==> config.mk <==
export PLATFORM = sky130hd
export DESIGN_NAME = frame_strobe_seq
export DESIGN_NICKNAME = d
export VERILOG_FILES = /design/src/rtl/frame_cfg_pkg.sv /design/src/rtl/frame_cfg_pkg_addr_decode.sv /design/src/rtl/frame_strobe_seq.sv
export SDC_FILE = /design/constraint.sdc
export NUM_CORES = 1
export LEC_CHECK = 0
export ABC_CLOCK_PERIOD_IN_PS = 2590
export CAP_MARGIN = 5
export CELL_PAD_IN_SITES_DETAIL_PLACEMENT = 1
export CELL_PAD_IN_SITES_GLOBAL_PLACEMENT = 2
export CORE_AREA = 4 4 78 80
export CTS_CLUSTER_SIZE = 8
export DETAILED_ROUTE_END_ITERATION = 10
export DIE_AREA = 0 0 82 84
export PLACE_DENSITY_LB_ADDON = 0.08
export SETUP_SLACK_MARGIN = 0.2
export SLEW_MARGIN = 20
export SYNTH_ARGS = -nofsm -noshare
export SYNTH_HDL_FRONTEND = slang
export SYNTH_SLANG_ARGS = --single-unit
==> constraint.sdc <==
create_clock -name UserCLK -period 2.59 [get_ports UserCLK]
set_clock_uncertainty 0.05 [all_clocks]
set_input_delay 0.6475 -clock UserCLK [delete_from_list [all_inputs] [get_ports UserCLK]]
set_output_delay 0.6475 -clock UserCLK [all_outputs]
set_load 0.01 [all_outputs]
==> src/rtl/frame_cfg_pkg.sv <==
// Shared types and helpers for the column frame-strobe sequencer and the
// row frame-data register.
package frame_cfg_pkg;

    localparam int unsigned DefMaxFramesPerCol = 20;
    localparam int unsigned DefFrameIdxBits    = 5;
    localparam int unsigned DefColBits         = 5;
    localparam int unsigned AddrWidth          = DefColBits + DefFrameIdxBits;

    typedef enum logic [1:0] {
        IDLE,
        SETUP,
        STROBE,
        GAP
    } state_e;

    // One-hot frame select for the default column geometry; zero when out of range.
    function automatic logic [DefMaxFramesPerCol-1:0] onehot_frame(
        input logic [DefFrameIdxBits-1:0] index
    );
        logic [DefMaxFramesPerCol-1:0] r;
        r = '0;
        for (int i = 0; i < DefMaxFramesPerCol; i++) begin
            r[i] = (32'(index) == 32'(i));
        end
        return r;
    endfunction

endpackage

==> src/rtl/frame_cfg_pkg_addr_decode.sv <==
// Combinational frame-address decode: column match, index range check and
// one-hot frame select. Also used by the row frame-data register.
module frame_addr_decode #(
    parameter int unsigned MaxFramesPerCol = 20,
    parameter int unsigned FrameIdxBits    = 5,
    parameter int unsigned ColBits         = 5,
    parameter int unsigned ColumnSelect    = 0
) (
    input  logic [ColBits+FrameIdxBits-1:0] addr,
    output logic                            col_match,
    output logic                            in_range,
    output logic [MaxFramesPerCol-1:0]      onehot
);

    logic [FrameIdxBits-1:0] index;
    logic [ColBits-1:0]      col;

    assign index = addr[FrameIdxBits-1:0];
    assign col   = addr[ColBits+FrameIdxBits-1:FrameIdxBits];

    // Decode column, range and one-hot select; out-of-range indices give all zeros.
    always_comb begin
        col_match = (col == ColBits'(ColumnSelect));
        in_range  = (32'(index) < MaxFramesPerCol);
        for (int i = 0; i < MaxFramesPerCol; i++) begin
            onehot[i] = (32'(index) == 32'(i));
        end
    end

endmodule

==> src/rtl/frame_strobe_seq.sv <==
// Per-column FrameStrobe sequencer: accepts frame addresses, and for this
// column's in-range frames emits a setup window, a timed one-hot strobe and a
// one-cycle zero gap.
module frame_strobe_seq
    import frame_cfg_pkg::*;
#(
    parameter int unsigned MaxFramesPerCol = DefMaxFramesPerCol,
    parameter int unsigned FrameIdxBits    = DefFrameIdxBits,
    parameter int unsigned ColBits         = DefColBits,
    parameter int unsigned ColumnSelect    = 0,
    parameter int unsigned SetupCycles     = 1,
    parameter int unsigned StrobeCycles    = 2
) (
    input  logic                            UserCLK,
    input  logic                            rst,
    input  logic                            frame_addr_valid,
    output logic                            frame_addr_ready,
    input  logic [ColBits+FrameIdxBits-1:0] frame_addr,
    input  logic                            err_clr,
    output logic [MaxFramesPerCol-1:0]      FrameStrobe,
    output logic                            busy,
    output logic                            strobe_done,
    output logic                            err_range
);

    localparam int unsigned AW     = ColBits + FrameIdxBits;
    localparam int unsigned CntMax = (SetupCycles > StrobeCycles) ? SetupCycles : StrobeCycles;
    localparam int unsigned CntW   = ($clog2(CntMax + 1) < 1) ? 1 : $clog2(CntMax + 1);

    localparam int unsigned SetupLoadI  = (SetupCycles > 0) ? SetupCycles - 1 : 0;
    localparam int unsigned StrobeLoadI = (StrobeCycles > 0) ? StrobeCycles - 1 : 0;
    localparam logic [CntW-1:0] SetupLoad  = CntW'(SetupLoadI);
    localparam logic [CntW-1:0] StrobeLoad = CntW'(StrobeLoadI);

    state_e                    state_q, state_d;
    logic [CntW-1:0]           cnt_q, cnt_d;
    logic [AW-1:0]             addr_q;
    logic [MaxFramesPerCol-1:0] strobe_q, strobe_d;
    logic                      err_q, err_d;

    logic                      transfer;
    logic [AW-1:0]             dec_addr;
    logic                      dec_match;
    logic                      dec_in_range;
    logic [MaxFramesPerCol-1:0] dec_onehot;

    assign transfer = frame_addr_valid && (state_q == IDLE);
    // The live address is decoded on the accept edge; afterwards the held copy.
    assign dec_addr = transfer ? frame_addr : addr_q;

    frame_addr_decode #(
        .MaxFramesPerCol (MaxFramesPerCol),
        .FrameIdxBits    (FrameIdxBits),
        .ColBits         (ColBits),
        .ColumnSelect    (ColumnSelect)
    ) u_decode (
        .addr      (dec_addr),
        .col_match (dec_match),
        .in_range  (dec_in_range),
        .onehot    (dec_onehot)
    );

    // State, counter and datapath registers.
    always_ff @(posedge UserCLK or negedge rst) begin
        if (!rst) begin
            state_q  <= IDLE;
            cnt_q    <= '0;
            addr_q   <= '0;
            strobe_q <= '0;
            err_q    <= 1'b0;
        end else begin
            state_q  <= state_d;
            cnt_q    <= cnt_d;
            strobe_q <= strobe_d;
            err_q    <= err_d;
            if (transfer) begin
                addr_q <= frame_addr;
            end
        end
    end

    // Next-state, counter and registered-strobe logic.
    always_comb begin
        state_d = state_q;
        cnt_d   = cnt_q;
        unique case (state_q)
            IDLE: begin
                if (transfer && dec_match && dec_in_range) begin
                    if (SetupCycles == 0) begin
                        state_d = STROBE;
                        cnt_d   = StrobeLoad;
                    end else begin
                        state_d = SETUP;
                        cnt_d   = SetupLoad;
                    end
                end
            end
            SETUP: begin
                if (cnt_q == '0) begin
                    state_d = STROBE;
                    cnt_d   = StrobeLoad;
                end else begin
                    cnt_d = cnt_q - CntW'(1);
                end
            end
            STROBE: begin
                if (cnt_q == '0) begin
                    state_d = GAP;
                end else begin
                    cnt_d = cnt_q - CntW'(1);
                end
            end
            GAP: begin
                state_d = IDLE;
            end
            default: begin
                state_d = IDLE;
                cnt_d   = '0;
            end
        endcase

        strobe_d = (state_d == STROBE) ? dec_onehot : '0;

        // A new range error wins over a same-cycle clear.
        err_d = err_q;
        if (err_clr) begin
            err_d = 1'b0;
        end
        if (transfer && dec_match && !dec_in_range) begin
            err_d = 1'b1;
        end
    end

    // Outputs decoded from the current state and registers.
    always_comb begin
        frame_addr_ready = (state_q == IDLE);
        busy             = (state_q != IDLE);
        strobe_done      = (state_q == GAP);
        FrameStrobe      = strobe_q;
        err_range        = err_q;
    end

endmodule

Word-level counts from Yosys, hierarchy flattened:

Index checks and enable logic that the tools add are counted.

* register bits after elaboration: 35
* input bits: 14
* output and inout port bits: 24
* word-level logic and storage cells: 57

* add/sub/neg operators: 1
* $lt $le $gt $ge: 1
* equality and inequality tests: 25
* muxes and demuxes: 12
* reductions and logical operators: 13

Operators with widths (number)
* $eq 5x4->1 const B: 8
* $eq 5x3->1 const B: 4
* $eq 5x5->1 const B: 4
* $mux 20: 1
* $mux 2: 6
* $eq 5x2->1 const B: 2
* $logic_not 5->1: 2
* $mux 10: 1
* $pmux 2 s4: 1
* $eq 2x2->1 const B: 3
* $pmux 2 s3: 1
* $eq 5x1->1 const B: 1
* $lt 5x5->1 const B: 1
* $logic_and 1x1->1: 4
* $logic_not 2->1: 2
* $reduce_bool 2->1: 2
* $reduce_and 3->1: 1
* $reduce_bool 3->1: 1
* $eq 2x1->1 const B: 1
* $mux 1: 2
* $ne 2x1->1 const B: 1
* $ne 2x2->1 const B: 1
* $sub 2x1->2 const B: 1
* $logic_not 1->1: 1

Longest topological paths before layout:

* depth in word-level cells: 10
* gate-level depth with buffers: 8
* gate-level depth less buffers: 7

Modules after synthesis:

A second synthesis with hierarchy kept.

* cell total of the unflattened synthesis: 165
* area total of the unflattened synthesis: 1767.9 um^2

By module, submodules not included
* frame_strobe_seq: instances 1, cells each 130, area an instance 1546.5 um^2, sequential area each 875.8 um^2
* frame_addr_decode: instances 1, cells each 35, area an instance 221.5 um^2, sequential area each 0.0 um^2

Worst setup path before layout:

Ideal clock, no wire load.

* path kind: register to register
* from: register state_q[0]
* to: register strobe_q[4] (netlist: FrameStrobe[4])
* library setup time: 0.142 ns
* arrival: 1.863 ns
* required time: 2.398 ns
* slack: 0.535 ns
* stages on the path, launching flop included: 9
* path buffers: 2
* clock period less this slack: 2.055 ns
* path through: dfrtp_1 inv_1 ha_1 buf_6 a211o_4 o211ai_4 and3_4 buf_6 nor3_1

* word-level cells in the longest chain between the ends: 10
* elaborated cells on any way between the ends: 17
* classes of those cells: order compare: 1; eq/ne: 5; mux: 6; reduce/logical: 5

Ends and longest elaborated chain
* from (decl): RTL line frame_strobe_seq.sv:35 `state_e state_q, state_d;`
* from (signal assigned): RTL line frame_strobe_seq.sv:72 `state_q <= state_d;`
* $logic_not 2->1 (*)
* named net frame_addr_ready: RTL line frame_strobe_seq.sv:17 `output logic frame_addr_ready,`
* parallel branches: the longest is 8 deep, another holds $lt 5x5->1
* $mux 20 (*): RTL line frame_strobe_seq.sv:122 `strobe_d = (state_d == STROBE) ? dec_onehot : '0;`
* named net strobe_d[4]: RTL line frame_strobe_seq.sv:38 `logic [MaxFramesPerCol-1:0] strobe_q, strobe_d;`
* to (signal assigned): RTL line frame_strobe_seq.sv:74 `strobe_q <= strobe_d;`
* to (decl): RTL line frame_strobe_seq.sv:38

Mark *: on every way through the listed nets, which the timed path passes.
A chain may end at the register's enable or synchronous reset.

Worst setup path after layout:

* from: register state_q[1]
* to: output port frame_addr_ready

* word-level cells in the longest chain between the ends: 1

Ends and longest elaborated chain
* $logic_not 2->1: RTL line frame_strobe_seq.sv:136 `frame_addr_ready = (state_q == IDLE);`
* to (decl): RTL line frame_strobe_seq.sv:17

Every way passes these cells.

==> impl_metrics.json <==
{
  "cts_max_level": 2,
  "die_w_um": 82,
  "hold_ws_ns": 0.4637,
  "clk_pin_slew_worst_paths_ns": 0.06,
  "status": "complete, no violations",
  "area_delta_synth_final_pct": 31.95,
  "clk_latency_ns": 0.27,
  "ys_top_cells_by_area": "dfrtp_1, nor3_1, ha_1",
  "place_ws_ns": 0.1123,
  "synth_area_leader_cell": "dfrtp_1",
  "crit_slowest_cell": "clkdlybuf4s50_1",
  "layout-drive-gt1-share": 0.2000,
  "die_y_um": 84,
  "grt_pass1_vias": 1313,
  "synth_cell_types": 47,
  "rsz0062_at_grt": "no",
  "relSlewSlack": 0.5534,
  "postSynthCellCount": 143,
  "cts-root-buf": "clkbuf_8",
  "synth.avg_cell_area_um2": 11.39,
  "placed_cell_area_um2": 2056,
  "cp_max_fo": 5,
  "min_path_cells": 2,
  "cap_violations": 0,
  "grt_overflow_total": 0,
  "dp_cells": 249,
  "critPathRequiredTime_ns": 1.89,
  "grtUsageTotal": 0.1246,
  "final.setup.worst_slack_ns": 0.3142,
  "dpl.hpwl_mm": 2.953,
  "timing.rr.start": "state_q[0]",
  "grt_max_degree": 31,
  "p_leak_nw": 0.8862,
  "post-route-util": 0.3977,
  "dr.pass1.iters": 4,
  "ys.warnings.count": 0,
  "grt_first_pass_wirelength_mm": 6.561,
  "min_from": "err_range",
  "hold_class": "reg2reg",
  "final_cell_area_um2": 2150,
  "fillers": 621,
  "final_cells": 257,
  "ys_seq_elements": 30,
  "cp.arrival_ns": 1.58,
  "cts_buffer_depth": 2,
  "synth_top_area_frac": 0.4608,
  "antenna_found_initial": 0,
  "maxSlewViolCount": 0,
  "ys.flop_type": "dfrtp_1",
  "rrSetupSlack_ns": 0.41,
  "irDropWorstVdd_v": 0.0003543,
  "routed-via-count": 1222,
  "synth_edf_count": 0,
  "rows": 27,
  "diodes": 0,
  "reg2reg_depth": 6,
  "final-hold-violation-count": 0,
  "min_to": "err_range",
  "crit_path_start_kind": "flip-flop",
  "detail_route.vias_per_cell": 4.755,
  "start_util": 0.3014,
  "cp-end-kind": "output pin",
  "max_clock_freq_ghz": 0.4394,
  "synthesis.nets": 164,
  "final_nets": 206,
  "worstPathCellList": "inv_1, ha_2, clkdlybuf4s50_1",
  "wl_per_cell_um": 14.86,
  "power_density_nw_per_um2": 938.9,
  "period_share": 0.8787,
  "wirelength_mm": 3.818,
  "syn-cell-area_um2": 1629,
  "clkSinkCount": 30,
  "fin_setup_tns_ns": 0,
  "period_needed_ns": 2.276,
  "r2r-end": "FrameStrobe[14]",
  "cts_buffers": 5,
  "setup_violations": 0,
  "cts_hold_buffers": 0,
  "fin_total_pwr_mw": 2.018,
  "critPathKind": "reg2out",
  "gp_congestion": 0.7483,
  "yosysSeqAreaShare": 0.4608,
  "antenna_left": 0,
  "tightestPinTransition_ns": 0.6659,
  "multi_input_area_um2": 790.8,
  "io-pin-count": 38,
  "core_um2": 5405,
  "drt-initial-drc-count": 13,
  "dieArea_um2": 6888,
  "seqCellArea_um2": 753.2,
  "synth_most_common_cell": "dfrtp_1",
  "cts_tree": "built",
  "synthTopCellsByCount": "dfrtp_1, nor3_1, nand2_1, inv_1, ha_1",
  "async_flop_share": 1.000,
  "route.detailed.drc": 0,
  "numPortBuffers": 37,
  "max_stage_delay_ns": 0.54
}
-- what timing repair did --
action	in CTS	in global routing
endpoints found under the hold margin	0	0
resized for setup	1	3
setup buffers	1	0
endpoints found under the setup margin	2	2
-- per-layer routing --
layer / track usage / vias to the layer above / part of all wire
met5: 0 / - / 0
met4: 0.04079 / 0 / 0.0089
met3: 0.03240 / 4 / 0.037
met2: 0.1954 / 27 / 0.50
met1: 0.1647 / 593 / 0.46
li1: - / 598 / -
-- cells in the final DEF, fill, tap and decap left out, types with 2 or more instances in the layout --
cell type / instances
mux2_2: 2
clkbuf_8: 5
and2_1: 2
a21oi_1: 2
mux2i_1: 3
nor3b_1: 2
ha_1: 6
dfrtp_2: 2
dfrtp_1: 28
nor4_2: 2
clkinv_2: 2
nand2_1: 14
nor2b_1: 2
inv_1: 9
buf_4: 4
nor2_1: 5
clkdlybuf4s50_1: 36
nand2b_1: 3
o31ai_2: 2
nor3_1: 18
o21ai_0: 5
nand4b_1: 2
-- worst max path at each step --
stage                     depth (start not counted)              from                to  slack (ns)
after CTS                                         4        state_q[1]              busy        0.20
after global placement                            7  frame_addr_valid   FrameStrobe[19]        0.07
final                                             3        state_q[1]  frame_addr_ready        0.31
after global routing                              3        state_q[1]  frame_addr_ready        0.23
after floorplan                                   8        state_q[0]    FrameStrobe[4]        0.53
after detailed placement                          5     frame_addr[6]    FrameStrobe[8]        0.11
-- cell families (layout without fill, tap and decap cells) --
group / count (synthesis) / count (layout) / synth area share
simple gates: 62 / 62 / 0.2527
flops: 30 / 30 / 0.4608
compound gates: 23 / 23 / 0.1367
buf+inv: 15 / 57 / 0.05530
fa+ha+maj: 7 / 7 / 0.05376
mux: 6 / 6 / 0.04070
-- cell type report --
type                            count  area share
Clock buffer                        5     0.03201
Sequential cell                    30      0.3504
Timing Repair Buffer               41      0.1874
Clock inverter                      2    0.004657
Tap cell                           72     0.04191
Multi-Input combinational cell     98      0.3679
Inverter                            9     0.01572
-- flip-flops by register name (all words and copies together), names as in the netlist --
register and flops:
state_q 2, err_range 1, addr_q 5, FrameStrobe 20, cnt_q 2
-- worst max-delay path, delay by kind of cell, from the launching register on --
family                     cells  cell delay (ns)
buffers and inverters          2             0.65
DFF                            1             0.44
adders and majority gates      1             0.21
-- report_power, final --
group,leakage [nW],internal (mW),switching [mW]
logic,0.442,0.434,0.608
clock network,0.0438,0.180,0.171
registers,0.401,0.558,0.0664
(Power assumes the default switching activity.)
